`src/rtl/univ_shift_reg_pkg.sv`:
```
// Shared definitions for the universal shift register: mode encodings.
// Optional rotate feature in the top is enabled by defining USR_ROTATE_EN.
package univ_shift_reg_pkg;

    typedef enum logic [1:0] {
        MODE_HOLD = 2'b00,
        MODE_SHR  = 2'b01,
        MODE_SHL  = 2'b10,
        MODE_LOAD = 2'b11
    } usr_mode_e;

endpackage

```
`src/rtl/usr_bit_cell.sv`:
```
// One bit slice of the universal register: 4:1 source mux feeding a D flip-flop
// with synchronous active-high reset.
module usr_bit_cell
    import univ_shift_reg_pkg::*;
(
    input  logic      clk,
    input  logic      rst,
    input  usr_mode_e sel,
    input  logic      shr_src,
    input  logic      shl_src,
    input  logic      load_bit,
    output logic      q
);

    logic q_r;
    logic next_s;

    // Select the next value of this bit from the operating mode.
    always_comb begin
        next_s = q_r;
        case (sel)
            MODE_HOLD: next_s = q_r;
            MODE_SHR:  next_s = shr_src;
            MODE_SHL:  next_s = shl_src;
            MODE_LOAD: next_s = load_bit;
            default:   next_s = q_r;
        endcase
    end

    // Storage flip-flop; reset wins over every mode.
    always_ff @(posedge clk) begin
        if (rst) begin
            q_r <= 1'b0;
        end else begin
            q_r <= next_s;
        end
    end

    assign q = q_r;

endmodule

```
`src/rtl/univ_shift_reg.sv`:
```
// Universal WIDTH-bit register (hold/load/shift right/shift left) with serial
// ports and a saturating shift counter. Define USR_ROTATE_EN to add the rot port.
module univ_shift_reg
    import univ_shift_reg_pkg::*;
#(
    parameter  int WIDTH = 8,
    localparam int CNT_W = $clog2(WIDTH + 1)
) (
    input  logic             clk,
    input  logic             rst,
    input  logic [1:0]       mode,
    input  logic [WIDTH-1:0] data_in,
    input  logic             ser_in_r,
    input  logic             ser_in_l,
`ifdef USR_ROTATE_EN
    input  logic             rot,
`endif
    output logic [WIDTH-1:0] data_out,
    output logic             ser_out_r,
    output logic             ser_out_l,
    output logic [CNT_W-1:0] shift_cnt,
    output logic             done
);

    localparam logic [CNT_W-1:0] CNT_MAX  = CNT_W'(WIDTH);
    localparam logic [CNT_W-1:0] CNT_LAST = CNT_W'(WIDTH - 1);
    localparam logic [CNT_W-1:0] CNT_ONE  = CNT_W'(1);

    usr_mode_e        mode_s;
    logic [WIDTH-1:0] q_s;
    logic [WIDTH-1:0] shr_src_s;
    logic [WIDTH-1:0] shl_src_s;
    logic             ser_r_bit_s;
    logic             ser_l_bit_s;
    logic [CNT_W-1:0] shift_cnt_r;
    logic             done_r;

    assign mode_s = usr_mode_e'(mode);

    // Edge cells take either the serial inputs or, when rotating, the bit leaving the other end.
`ifdef USR_ROTATE_EN
    assign ser_r_bit_s = rot ? q_s[0]       : ser_in_r;
    assign ser_l_bit_s = rot ? q_s[WIDTH-1] : ser_in_l;
`else
    assign ser_r_bit_s = ser_in_r;
    assign ser_l_bit_s = ser_in_l;
`endif

    assign shr_src_s = {ser_r_bit_s, q_s[WIDTH-1:1]};
    assign shl_src_s = {q_s[WIDTH-2:0], ser_l_bit_s};

    for (genvar i = 0; i < WIDTH; i++) begin : g_cell
        usr_bit_cell u_cell (
            .clk      (clk),
            .rst      (rst),
            .sel      (mode_s),
            .shr_src  (shr_src_s[i]),
            .shl_src  (shl_src_s[i]),
            .load_bit (data_in[i]),
            .q        (q_s[i])
        );
    end

    // Shift counter saturating at WIDTH, with done registered alongside it.
    always_ff @(posedge clk) begin
        if (rst) begin
            shift_cnt_r <= {CNT_W{1'b0}};
            done_r      <= 1'b0;
        end else begin
            case (mode_s)
                MODE_LOAD: begin
                    shift_cnt_r <= {CNT_W{1'b0}};
                    done_r      <= 1'b0;
                end
                MODE_SHR, MODE_SHL: begin
                    if (shift_cnt_r >= CNT_MAX) begin
                        shift_cnt_r <= CNT_MAX;
                    end else begin
                        shift_cnt_r <= shift_cnt_r + CNT_ONE;
                    end
                    done_r <= (shift_cnt_r >= CNT_LAST);
                end
                default: begin
                    shift_cnt_r <= shift_cnt_r;
                    done_r      <= done_r;
                end
            endcase
        end
    end

    assign data_out  = q_s;
    assign ser_out_r = q_s[0];
    assign ser_out_l = q_s[WIDTH-1];
    assign shift_cnt = shift_cnt_r;
    assign done      = done_r;

endmodule

```
`config.mk`:
```
export PLATFORM = sky130hd
export DESIGN_NAME = univ_shift_reg
export DESIGN_NICKNAME = d
export VERILOG_FILES = /design/src/rtl/univ_shift_reg_pkg.sv /design/src/rtl/usr_bit_cell.sv /design/src/rtl/univ_shift_reg.sv
export SDC_FILE = /design/constraint.sdc
export NUM_CORES = 1
export LEC_CHECK = 0
export ABC_CLOCK_PERIOD_IN_PS = 1200
export BUFFER_PORTS_ARGS = -buffer_cell sky130_fd_sc_hd__buf_4
export CORE_MARGIN = 3
export CORE_UTILIZATION = 42
export DETAILED_ROUTE_END_ITERATION = 8
export MAX_ROUTING_LAYER = met4
export PLACE_DENSITY = 0.7
export SETUP_SLACK_MARGIN = 0.2
export SYNTH_ARGS = -nofsm -noshare
export SYNTH_HDL_FRONTEND = slang
export SYNTH_SLANG_ARGS = --single-unit
```
`constraint.sdc`:
```
create_clock -name clk -period 1.2 [get_ports clk]
set_clock_uncertainty 0.15 [all_clocks]
set_input_delay 0 -clock clk [delete_from_list [all_inputs] [get_ports clk]]
set_output_delay 0 -clock clk [all_outputs]
set_load 0.02 [all_outputs]
```
Word-level counts from Yosys, hierarchy flattened

Cells that the tools add are included.

$add $sub $neg: 1
$lt $le $gt $ge: 2
Equal/unequal tests: 3
Muxes and demuxes: 11
Reductions and logical operators: 3

Operator list:

| operator            | number |
|---|---|
| $pmux 1 s3          | 8 |
| $pmux 4 s2          | 1 |
| $add 4x1->4 const B | 1 |
| $eq 2x2->1 const B  | 2 |
| $ge 4x3->1 const B  | 1 |
| $ge 4x4->1 const B  | 1 |
| $mux 4              | 1 |
| $eq 2x1->1 const B  | 1 |
| $logic_not 2->1     | 1 |
| $pmux 1 s2          | 1 |
| $reduce_bool 2->1   | 1 |
| $reduce_or 2->1     | 1 |

Register bits after elaboration: 13
Bits of input ports: 14

Depth between registers and ports, before layout

Gate-level depths: netlist (run 1).

Word-level depth: 3
Gate-level depth with buffers: 6
Mapped depth without buffers: 5

Cells and area by module

Synthesis (run 1) repeated with hierarchy kept, for this count alone.

Cell total of the unflattened synthesis: 58
Area total of the unflattened synthesis: 759.5 µm²

Modules (own cells, without submodules):

| module         | times used | cells each | area an instance (µm²) | seq. area each (µm²) |
|---|---|---|---|---|
| usr_bit_cell   | 8          | 3          | 56.3                   | 20.0 |
| univ_shift_reg | 1          | 34         | 309.0                  | 100.1 |

Worst setup path before layout (run 1)

No wires, ideal clock.

Path type: register -> register
From: reg shift_cnt_r[0], in the netlist shift_cnt[0]
To: reg shift_cnt_r[2], in the netlist shift_cnt[2]
Library setup time: 0.122 ns
Data arrival time: 0.977 ns
Data required time: 0.928 ns
Path slack: -0.048 ns
Cell stages (with the launch flop): 5
Buffers on the path: 0
Cells stage by stage: dfxtp_1 > ha_1 > nor3b_1 > o21ai_0 > a21oi_1

Word-level cells in the longest chain between the ends: 3
Elaborated cells on any way between the ends: 4
Classes of those cells: add/sub (1); order compare (1); mux (2)

Ends and longest elaborated chain:

| what                                      | line                                       | text |
|---|---|---|
| from (decl)                               | univ_shift_reg.sv:35                       | `logic [CNT_W-1:0] shift_cnt_r;` |
| from (signal assigned)                    | univ_shift_reg.sv:67                       | `shift_cnt_r <= {CNT_W{1'b0}};` |
| from (signal assigned)                    | univ_shift_reg.sv:72                       | `shift_cnt_r <= {CNT_W{1'b0}};` |
| from (signal assigned)                    | univ_shift_reg.sv:79                       | `shift_cnt_r <= shift_cnt_r + CNT_ONE;` |
| $add 4x1->4 or $ge 4x4->1 (tied branches) | univ_shift_reg.sv:79, univ_shift_reg.sv:76 |  |
| $mux 4 *                                  | univ_shift_reg.sv:76                       | `if (shift_cnt_r >= CNT_MAX) begin` |
| $pmux 4 s2 *                              | univ_shift_reg.sv:70                       | `case (mode_s)` |

Every way passes the cells marked *; elsewhere a longest branch is shown, timed or not.
A chain may end at the register's enable or synchronous reset.

Worst setup path in the final report (run 1)

From: reg shift_cnt_r[1], in the netlist shift_cnt[1]
To: reg done_r, in the netlist done

Word-level cells in the longest chain between the ends: 2

Ends and longest elaborated chain:

| what                 | line                 | text |
|---|---|---|
| $ge 4x3->1           | univ_shift_reg.sv:81 | `done_r <= (shift_cnt_r >= CNT_LAST);` |
| $pmux 1 s2           | univ_shift_reg.sv:70 |  |
| to (signal assigned) | univ_shift_reg.sv:81 |  |
| to (signal assigned) | univ_shift_reg.sv:85 | `done_r <= done_r;` |
| to (decl)            | univ_shift_reg.sv:36 | `logic done_r;` |

No other way between the ends.

==> reports/results.tsv, run 1 <==
stage	metric	value	unit
run_status	outcome	finished with violations	
run_status	violations	negative hold slack	
global_route	grt_use_total	0.157	
sta	grt_setup_unrepaired	true	
setup_path	arrival	1.12	ns
floorplanning	core-area	1750	um2
synthesis	syn_nets	107	
floorplanning	fp.dieH	49.3	um
floorplanning	die_x	49.3	um
cts	worst_skew_pair.late_latency	0.27	ns
route	drtPass1Iterations	4	
sta	setup_viol	0	
floorplanning	row_count	15	
setup_path	critPathMaxStageDelay	0.38	ns
cts	clock_path_buffers	2	
sta	finalCritPeriodShare	0.923	
setup_path	crit_type	reg2reg	
floorplanning	num_io_pins	29	
placed_design	gp_congestion	0.720	
synthesis	yosysWarnings	0	
route	vias	720	
route	via_per_inst	5.14	
setup_path	critPathTopFamily	flip-flops	
setup_path	end_kind	flop	
setup_path	critPathRequiredTime	1.22	ns
global_route	grt_pass1_vias	694	
sta	maxSlewViolCount	0	
synthesis	synthDistinctLibCells	21	
setup_path	critPathLaunchType	flop	
sta	max_freq	903	MHz
job	cap_viol_max_count	0	
global_route	grt_max_degree	17	
route	routedWlPerCell	12.8	um
placed_design	hpwl	1230	um
floorplanning	initial_core_util	0.450	
sta	setup_tns	0	ns
finish	drive_gt1_frac	0.530	
power_and_ir_drop	ir_drop	0.000510	V
sta	hold_ws	-0.00123	ns
global_route	grt_remaining_overflow	0	
synthesis	synth_seq_cells	13	
route	antenna_left	0	
cts	h-tree-depth	1	
min_path	hold_path.class	in2reg	
sta	min_period	1.11	ns
route	first_iter_violations	6	
cts	cts_sinks	13	
power_and_ir_drop	leakage	0.000479	uW
finish	antenna_cells	0	
setup_path	cp_cell_sequence	ha_4 > a21o_1 > nand3_1 > a21oi_1	
sta	relSlewSlack	0.777	
route	wirelength	1790	um
finish	fin_nets	135	
cts	clkTransAtPathRegs	0.08	ns
setup_path	critical_path.max_fanout	5	
placed_design	port_buffers	28	
cts	cts_tree	yes	
setup_path	critPathBufInv	0	
floorplanning	die-area	2430	um2
route	drcViolationCount	0	
finish	syn2layout_area_growth	45.7	%
synthesis	avgSynthCellArea	8.93	um2
global_route	grt_pass1_wl	2890	um
global_route	antenna_found_initial	0	
setup_path	slowest_stage	dfxtp_4	
sta	hold_viol	1	
synthesis	syn-instance-count	88	
synthesis	synth_area	786	um2
cts	post_cts_buffers	0	
cts	numCtsBuffers	3	
synthesis	seq_area_frac_synth	0.331	
power_and_ir_drop	powerDensity	939	nW/um2
sta	worst_slew_pin_slew	0.334	ns
cts	clock-root-buffer	clkbuf_4	
## area by class of cell
type,count,area (um2)
fill,149,601
clock buffer,4,26.3
tap,25,31.3
timing repair buffer,36,317
multi-input combinational,49,442
sequential,13,280
inverter,13,48.8
## power by group
group / leakage [uW] / switching, uW / internal, uW / total [uW]
combinational: 0.000352 / 153 / 159 / 312
clock: 0.0000150 / 137 / 129 / 266
sequential: 0.000112 / 35.5 / 462 / 497
total: 0.000479 / 325 / 749 / 1070
## metal layers
metal	share of wire	track usage	vias up
li1	-	-	360
met1	0.41	0.162	335
met4	0.025	0.0995	0
met2	0.51	0.266	19
met5	0	-	-
met3	0.057	0.0367	6
## path summary, 6_finish.rpt
kind              cells after the start         start            endpoint  slack [ns]
setup / recovery                      4  shift_cnt[1]                done        0.09
hold / removal                        3    data_in[4]  g_cell[4].u_cell.q      -0.001
setup reg to reg                      4  shift_cnt[1]                done        0.09
hold reg to reg                       2          done                done        0.32
## sequential cells by signal, indices dropped and copies added, names as in the netlist
| signal | cells |
|---|---|
| g_cell.u_cell.q | 8 |
| shift_cnt | 4 |
| done | 1 |
## cell usage after synthesis (all sizes together)
| library cell | number | area (um2) |
|---|---|---|
| buf | 13 | 96.3 |
| a21o | 1 | 7.51 |
| o21ai | 1 | 5.00 |
| dfxtp | 13 | 260 |
| inv | 13 | 48.8 |
| nor2 | 4 | 31.3 |
| nor3b | 1 | 7.51 |
| nor3 | 1 | 5.00 |
| nor4b | 1 | 8.76 |
| nor2b | 1 | 6.26 |
| nand3 | 3 | 15.0 |
| a221oi | 13 | 139 |
| a22oi | 3 | 22.5 |
| a41oi | 1 | 8.76 |
| ha | 5 | 62.6 |
| a21oi | 7 | 35.0 |
| nand2 | 7 | 26.3 |
## repair_timing
| item | 4_1_cts | 5_1_grt |
|---|---|---|
| hold buffers | 6 | 0 |
| hold endpoints to repair | 13 | 0 |
| pin swaps | 1 | 2 |
| setup endpoints to repair | 7 | 17 |
| resized for setup | 3 | 10 |
## worst register-to-register path, delay by kind of cell (launching register included)
| kind | cells | cell delay, ns |
|---|---|---|
| flops | 1 | 0.38 |
| compound gates | 2 | 0.24 |
| fa+ha+maj | 1 | 0.17 |
| simple gates | 1 | 0.07 |
## cell families (layout without fill, tap and decap cells)
group           Yosys count  in the layout  synth area share
compound gates           26             26             0.277
fa+ha+maj                 5              5            0.0796
buf+inv                  26             53             0.185
flops                    13             13             0.331
simple gates             18             18             0.127
## layout by cell type, fill, tap and decap left out, drive strengths merged, types with 3 or more instances in the layout
master,instances
nor2,4
nand3,3
buf,30
nand2,7
dlygate4sd3,5
dfxtp,13
clkbuf,4
a21oi,7
ha,5
inv,13
a22oi,3
a221oi,13
## stage by stage
step / utilization / total power, uW / std cells / instance area [um2] / setup slack [ns]
2_1_floorplan: - / 699 / 88 / 836 / 0.120
3_3_place_gp: 0.583 / 782 / 130 / 1020 / -0.0634
3_5_place_dp: 0.583 / 786 / 130 / 1020 / -0.0927
4_1_cts: 0.638 / 1080 / 140 / 1110 / 0.0948
5_1_grt: 0.656 / 1140 / 140 / 1140 / 0.0515
6_report: 0.656 / 1070 / 140 / 1140 / 0.0927
No activity file was read; power rests on OpenSTA's default activity.
==> run 2: changes to the inputs <==
--- a/config.mk
+++ b/config.mk
@@ -7,6 +7,7 @@
 export LEC_CHECK = 0
 export ABC_CLOCK_PERIOD_IN_PS = 1200
 export BUFFER_PORTS_ARGS = -buffer_cell sky130_fd_sc_hd__buf_4
+export CAP_MARGIN = 20
 export CORE_MARGIN = 3
 export CORE_UTILIZATION = 42
 export DETAILED_ROUTE_END_ITERATION = 8
==> constraint.sdc (replaced) <==
create_clock -name clk -period 1.2 [get_ports clk]
set_clock_uncertainty 0.15 [all_clocks]
set_input_delay 0.36 -clock clk [delete_from_list [all_inputs] [get_ports clk]]
set_output_delay 0.36 -clock clk [all_outputs]
set_load 0.02 [all_outputs]
==> run 2 against run 1 <==
Compared with the run above:
- the flow finishes with violations (negative setup slack)
- global-route usage grew 7.7 points
- wire length up 58%
- sequential share of layout area shrank 6.3 points
- fmax decreased by 14%
- worst hold slack improved by 0.19 ns
- flip-flop and latch count unchanged
- clock-buffer cell count unchanged
- power grew 22%
- final cell count grew 14%
- largest power group is now combinational cells
- highest routed layer unchanged
==> reports/results.tsv, run 2 (synthesized netlist as in run 1, its figures left out) <==
stage	metric	value	unit
power_and_ir_drop	leakage	0.000638	uW
global_route	use_met1	0.220	
sta	timing.final.ws_setup	-0.0919	ns
floorplanning	die_x	49.3	um
min_path	hold_path.class	in2reg	
sta	hold_viol	0	
global_route	antenna_found_initial	0	
floorplanning	row_count	15	
cts	cts_tree	yes	
setup_path	slowest_stage	dfxtp_4	
global_route	grtUsageMet2	0.444	
sta	min_period	1.29	ns
placed_design	port_buffers	28	
sta	setup_viol	17	
setup_path	critical_path.max_fanout	3	
floorplanning	num_io_pins	29	
cts	cts_hold_buffers	0	
cts	clock_path_buffers	2	
floorplanning	fp.dieH	49.3	um
finish	fin_util	0.903	
sta	relSlewSlack	0.815	
setup_path	rrSetupSlack	0	ns
power_and_ir_drop	ir_drop	0.000580	V
global_route	grt-busiest-layer	met2	
setup_path	critPathLaunchType	flop	
setup_path	crit_type	reg2out	
run_status	outcome	finished with violations	
finish	fin_nets	154	
setup_path	critPathRequiredTime	0.69	ns
cts	numCtsBuffers	3	
global_route	grt_use_total	0.234	
placed_design	hpwl	1320	um
route	via_per_inst	5.42	
setup_path	critPathMaxStageDelay	0.39	ns
route	routedWlPerCell	17.8	um
route	drtPass1Iterations	5	
global_route	grt_pass1_wl	4200	um
finish	largest_register_ffs	8	
cts	h-tree-depth	1	
global_route	grt_max_degree	14	
placed_design	pre_cts_ws	-0.359	ns
run_status	violations	negative setup slack	
setup_path	arrival	0.78	ns
sta	grt_setup_unrepaired	true	
setup_path	cp_cell_sequence	buf_6	
finish	layout_commonest_cell	buf_4	
finish	fin_area	1580	um2
route	vias	862	
floorplanning	core-area	1750	um2
setup_path	critPathTopFamily	flip-flops	
placed_design	gp_congestion	0.732	
setup_path	critPathBufInv	1	
sta	max_freq	774	MHz
placed_design	dp_cells	136	
route	antenna_left	0	
global_route	grtUsageMet3	0.0398	
route	first_iter_violations	15	
floorplanning	die-area	2430	um2
sta	maxSlewViolCount	0	
global_route	grt_remaining_overflow	0	
floorplanning	initial_core_util	0.450	
finish	fin_cells	159	
sta	hold_ws	0.190	ns
cts	cts_sinks	13	
setup_path	end_kind	output port	
global_route	grt_pass1_vias	903	
finish	antenna_cells	0	
cts	worst_skew_pair.late_latency	0.28	ns
sta	finalCritPeriodShare	1.08	
placed_design	post_dp_cell_area	1090	um2
power_and_ir_drop	powerDensity	830	nW/um2
cts	clkTransAtPathRegs	0.09	ns
finish	drive_gt1_frac	0.843	
finish	layout_common_cells	buf_4 (27), buf_6 (25), a221oi_2 (10)	
job	cap_viol_max_count	0	
finish	syn2layout_area_growth	100	%
route	wirelength	2830	um
route	drcViolationCount	0	
cts	clock-root-buffer	clkbuf_4	
finish	fillers	70	
sta	worst_slew_pin_slew	0.278	ns
## run 2: cell count changes in the layout (fill, tap and decap cells not counted), sizes merged
cell / previous run / this run
buf: 30 / 55
dlygate4sd3: 5 / 0
dlymetal6s4s: 1 / 0
## run 2: final timing paths
kind	start	endpoint	depth (start not counted)
max reg2reg	shift_cnt[0]	shift_cnt[1]	5
max	shift_cnt[0]	shift_cnt[0]	1
min reg2reg	done	done	2
min	ser_in_r	g_cell[7].u_cell.q	3
## run 2: per-layer routing
layer | wire [um] | vias up
met5 | 0 | -
met4 | 80 | 0
met3 | 119 | 11
met2 | 1560 | 37
met1 | 1070 | 412
li1 | - | 402
## run 2: per-stage QoR
stage / total power, uW / TNS [ns]
2_1_floorplan: 727 / -1.09
3_3_place_gp: 818 / -3.63
3_5_place_dp: 824 / -3.84
4_1_cts: 1240 / -0.914
5_1_grt: 1380 / -1.71
6_report: 1310 / -0.973
## run 2: timing repair
| item | in CTS | in global routing |
|---|---|---|
| resized for setup | 69 | 12 |
| pin swaps | 18 | 12 |
| setup buffers | 15 | 4 |
| endpoints found under the setup margin | 28 | 28 |
## run 2: area by class of cell
type	count	area [um2]	area share
multi-input cells	49	628	0.399
repair buffers	55	534	0.339
flip-flops and latches	13	287	0.182
inverters	13	68.8	0.0437
well taps	25	31.3	0.0199
clock buffers	4	26.3	0.0167
## run 2: where the power goes
group	switching [uW]	internal, uW	total (uW)
Clock	152	129	281
Combinational	256	283	539
Sequential	27.0	460	487
==> run 3: changes to the inputs <==
--- a/config.mk
+++ b/config.mk
@@ -5,14 +5,15 @@
 export SDC_FILE = /design/constraint.sdc
 export NUM_CORES = 1
 export LEC_CHECK = 0
-export ABC_CLOCK_PERIOD_IN_PS = 1200
+export ABC_CLOCK_PERIOD_IN_PS = 1100
 export BUFFER_PORTS_ARGS = -buffer_cell sky130_fd_sc_hd__buf_4
 export CAP_MARGIN = 20
 export CORE_MARGIN = 3
 export CORE_UTILIZATION = 42
 export DETAILED_ROUTE_END_ITERATION = 8
+export HOLD_SLACK_MARGIN = 0.15
 export MAX_ROUTING_LAYER = met4
-export PLACE_DENSITY = 0.7
+export PLACE_DENSITY = 0.72
 export SETUP_SLACK_MARGIN = 0.2
 export SYNTH_ARGS = -nofsm -noshare
 export SYNTH_HDL_FRONTEND = slang
==> constraint.sdc (replaced) <==
create_clock -name clk -period 1.1 [get_ports clk]
set_clock_uncertainty 0.15 [all_clocks]
set_input_delay 0.33 -clock clk [delete_from_list [all_inputs] [get_ports clk]]
set_output_delay 0.33 -clock clk [all_outputs]
set_load 0.02 [all_outputs]
==> run 3 against run 2 <==
Compared with the run above:
- the flow still finishes with violations (negative setup slack)
- global-route usage increased by 2.1 points
- wire length increased by 46%
- die area unchanged
- clock power increased by 17%
- sequential share of layout area decreased by 1.1 points
- flip-flop and latch count unchanged
- final area increased by 6.2%
- non-clock buffer count increased by 6
- critical path depth increased by 1
- worst hold slack got worse by 0.054 ns
- largest cell class unchanged
==> reports/results.tsv, run 3 (synthesized netlist as in run 1, its figures left out) <==
stage	metric	value	unit
sta	finalCritPeriodShare	1.23	
sta	relSlewSlack	0.809	
route	drcViolationCount	0	
floorplanning	die-area	2430	um2
global_route	grt_max_degree	15	
power_and_ir_drop	ir_drop	0.000882	V
setup_path	critPathLaunchType	flop	
setup_path	critPathLaunch	shift_cnt[1]	
finish	drive_gt1_frac	0.829	
sta	max_freq	738	MHz
placed_design	gp_congestion	0.766	
setup_path	cp-endpoint	shift_cnt[1]	
setup_path	critPathRequiredTime	0.62	ns
placed_design	post_dp_cell_area	1130	um2
finish	syn2layout_area_growth	113	%
global_route	grt_remaining_overflow	0	
min_path	hold_path.class	in2reg	
cts	clock-root-buffer	clkbuf_4	
route	via_per_inst	6.02	
finish	largest_register_ffs	8	
power_and_ir_drop	power	1540	uW
finish	fin_nets	160	
cts	cts_tree	yes	
sta	grt_setup_unrepaired	true	
floorplanning	core-area	1750	um2
cts	cts_sinks	13	
route	routedWlPerCell	25.0	um
sta	maxSlewViolCount	0	
global_route	antenna_found_initial	0	
global_route	grt_pass1_wl	4460	um
finish	fin_cells	165	
finish	antenna_cells	0	
route	antenna_left	0	
route	wirelength	4130	um
cts	clock_path_buffers	2	
placed_design	hpwl	1420	um
floorplanning	initial_core_util	0.450	
finish	fin_util	0.958	
sta	setup_tns	-3.87	ns
sta	setup_viol	28	
sta	hold_viol	0	
route	drtPass1Iterations	5	
setup_path	rrSetupSlack	-0.21	ns
floorplanning	fp.dieH	49.3	um
cts	h-tree-depth	1	
sta	min_period	1.36	ns
setup_path	crit_type	reg2out	
setup_path	arrival	0.88	ns
global_route	grt_use_total	0.255	
setup_path	critical_path.max_fanout	2	
global_route	grt_pass1_vias	903	
floorplanning	row_count	15	
floorplanning	num_io_pins	29	
job	cap_viol_max_count	0	
finish	layout_commonest_cell	buf_4	
finish	layout_common_cells	buf_4 (28), buf_6 (27), inv_1 (9), dfxtp_2 (9), a221oi_2 (8)	
sta	timing.final.ws_setup	-0.255	ns
run_status	outcome	finished with violations	
finish	fin_area	1670	um2
floorplanning	die_x	49.3	um
route	vias	993	
sta	worst_slew_pin_slew	0.286	ns
cts	worst_skew_pair.late_latency	0.29	ns
setup_path	regToRegEndpoint	shift_cnt[2]	
power_and_ir_drop	leakage	0.000682	uW
placed_design	dp_cells	135	
power_and_ir_drop	powerDensity	918	nW/um2
run_status	violations	negative setup slack	
setup_path	worst_r2r_startpoint	shift_cnt[1]	
setup_path	reg2reg_depth	5	
route	first_iter_violations	44	
cts	clkTransAtPathRegs	0.09	ns
placed_design	port_buffers	28	
cts	numCtsBuffers	3	
setup_path	end_kind	output port	
-- run 3: per-stage QoR --
step	hold WS [ns]	setup slack [ns]
2_1_floorplan	0.239	-0.188
3_3_place_gp	0.306	-0.412
3_5_place_dp	0.310	-0.442
4_1_cts	0.147	-0.233
5_1_grt	0.144	-0.283
6_report	0.136	-0.255
-- run 3: critical path, stage by stage (launching register included) --
cell	delay, ns
dfxtp_2	0.34
buf_6	0.12
buf_6	0.12
-- run 3: area by class of cell --
cell class	count	area [um2]
flip-flops and latches	13	287
clock buffers	4	26.3
fillers	31	72.6
inverters	13	63.8
well taps	25	31.3
repair buffers	61	629
multi-input cells	49	636
-- run 3: power by group --
part / leakage, uW / internal [uW] / switching, uW
clock: 0.0000150 / 142 / 186
sequential: 0.000113 / 501 / 33.9
combinational: 0.000554 / 350 / 322
total: 0.000682 / 993 / 543
-- run 3: routing by layer --
metal  vias to the layer above  share of wire  global-route usage
met5                         -              0                   -
met4                         0          0.077               0.142
met3                        32          0.070              0.0520
met2                        83           0.51               0.442
met1                       465           0.34               0.266
li1                        413              -                   -
-- run 3: worst min path at each step --
stage,end,startpoint,depth (start not counted)
5_1_grt,g_cell[7].u_cell.q,ser_in_r,3
4_1_cts,g_cell[7].u_cell.q,ser_in_r,3
2_1_floorplan,g_cell[6].u_cell.q,rst,1
6_report,g_cell[7].u_cell.q,ser_in_r,3
3_3_place_gp,done,done,2
3_5_place_dp,done,done,2
-- run 3: timing repair --
action,in CTS,in global routing
pin swaps,16,19
endpoints found under the hold margin,1,1
resized for setup,47,21
buffers inserted,14,12
setup endpoints to repair,28,28
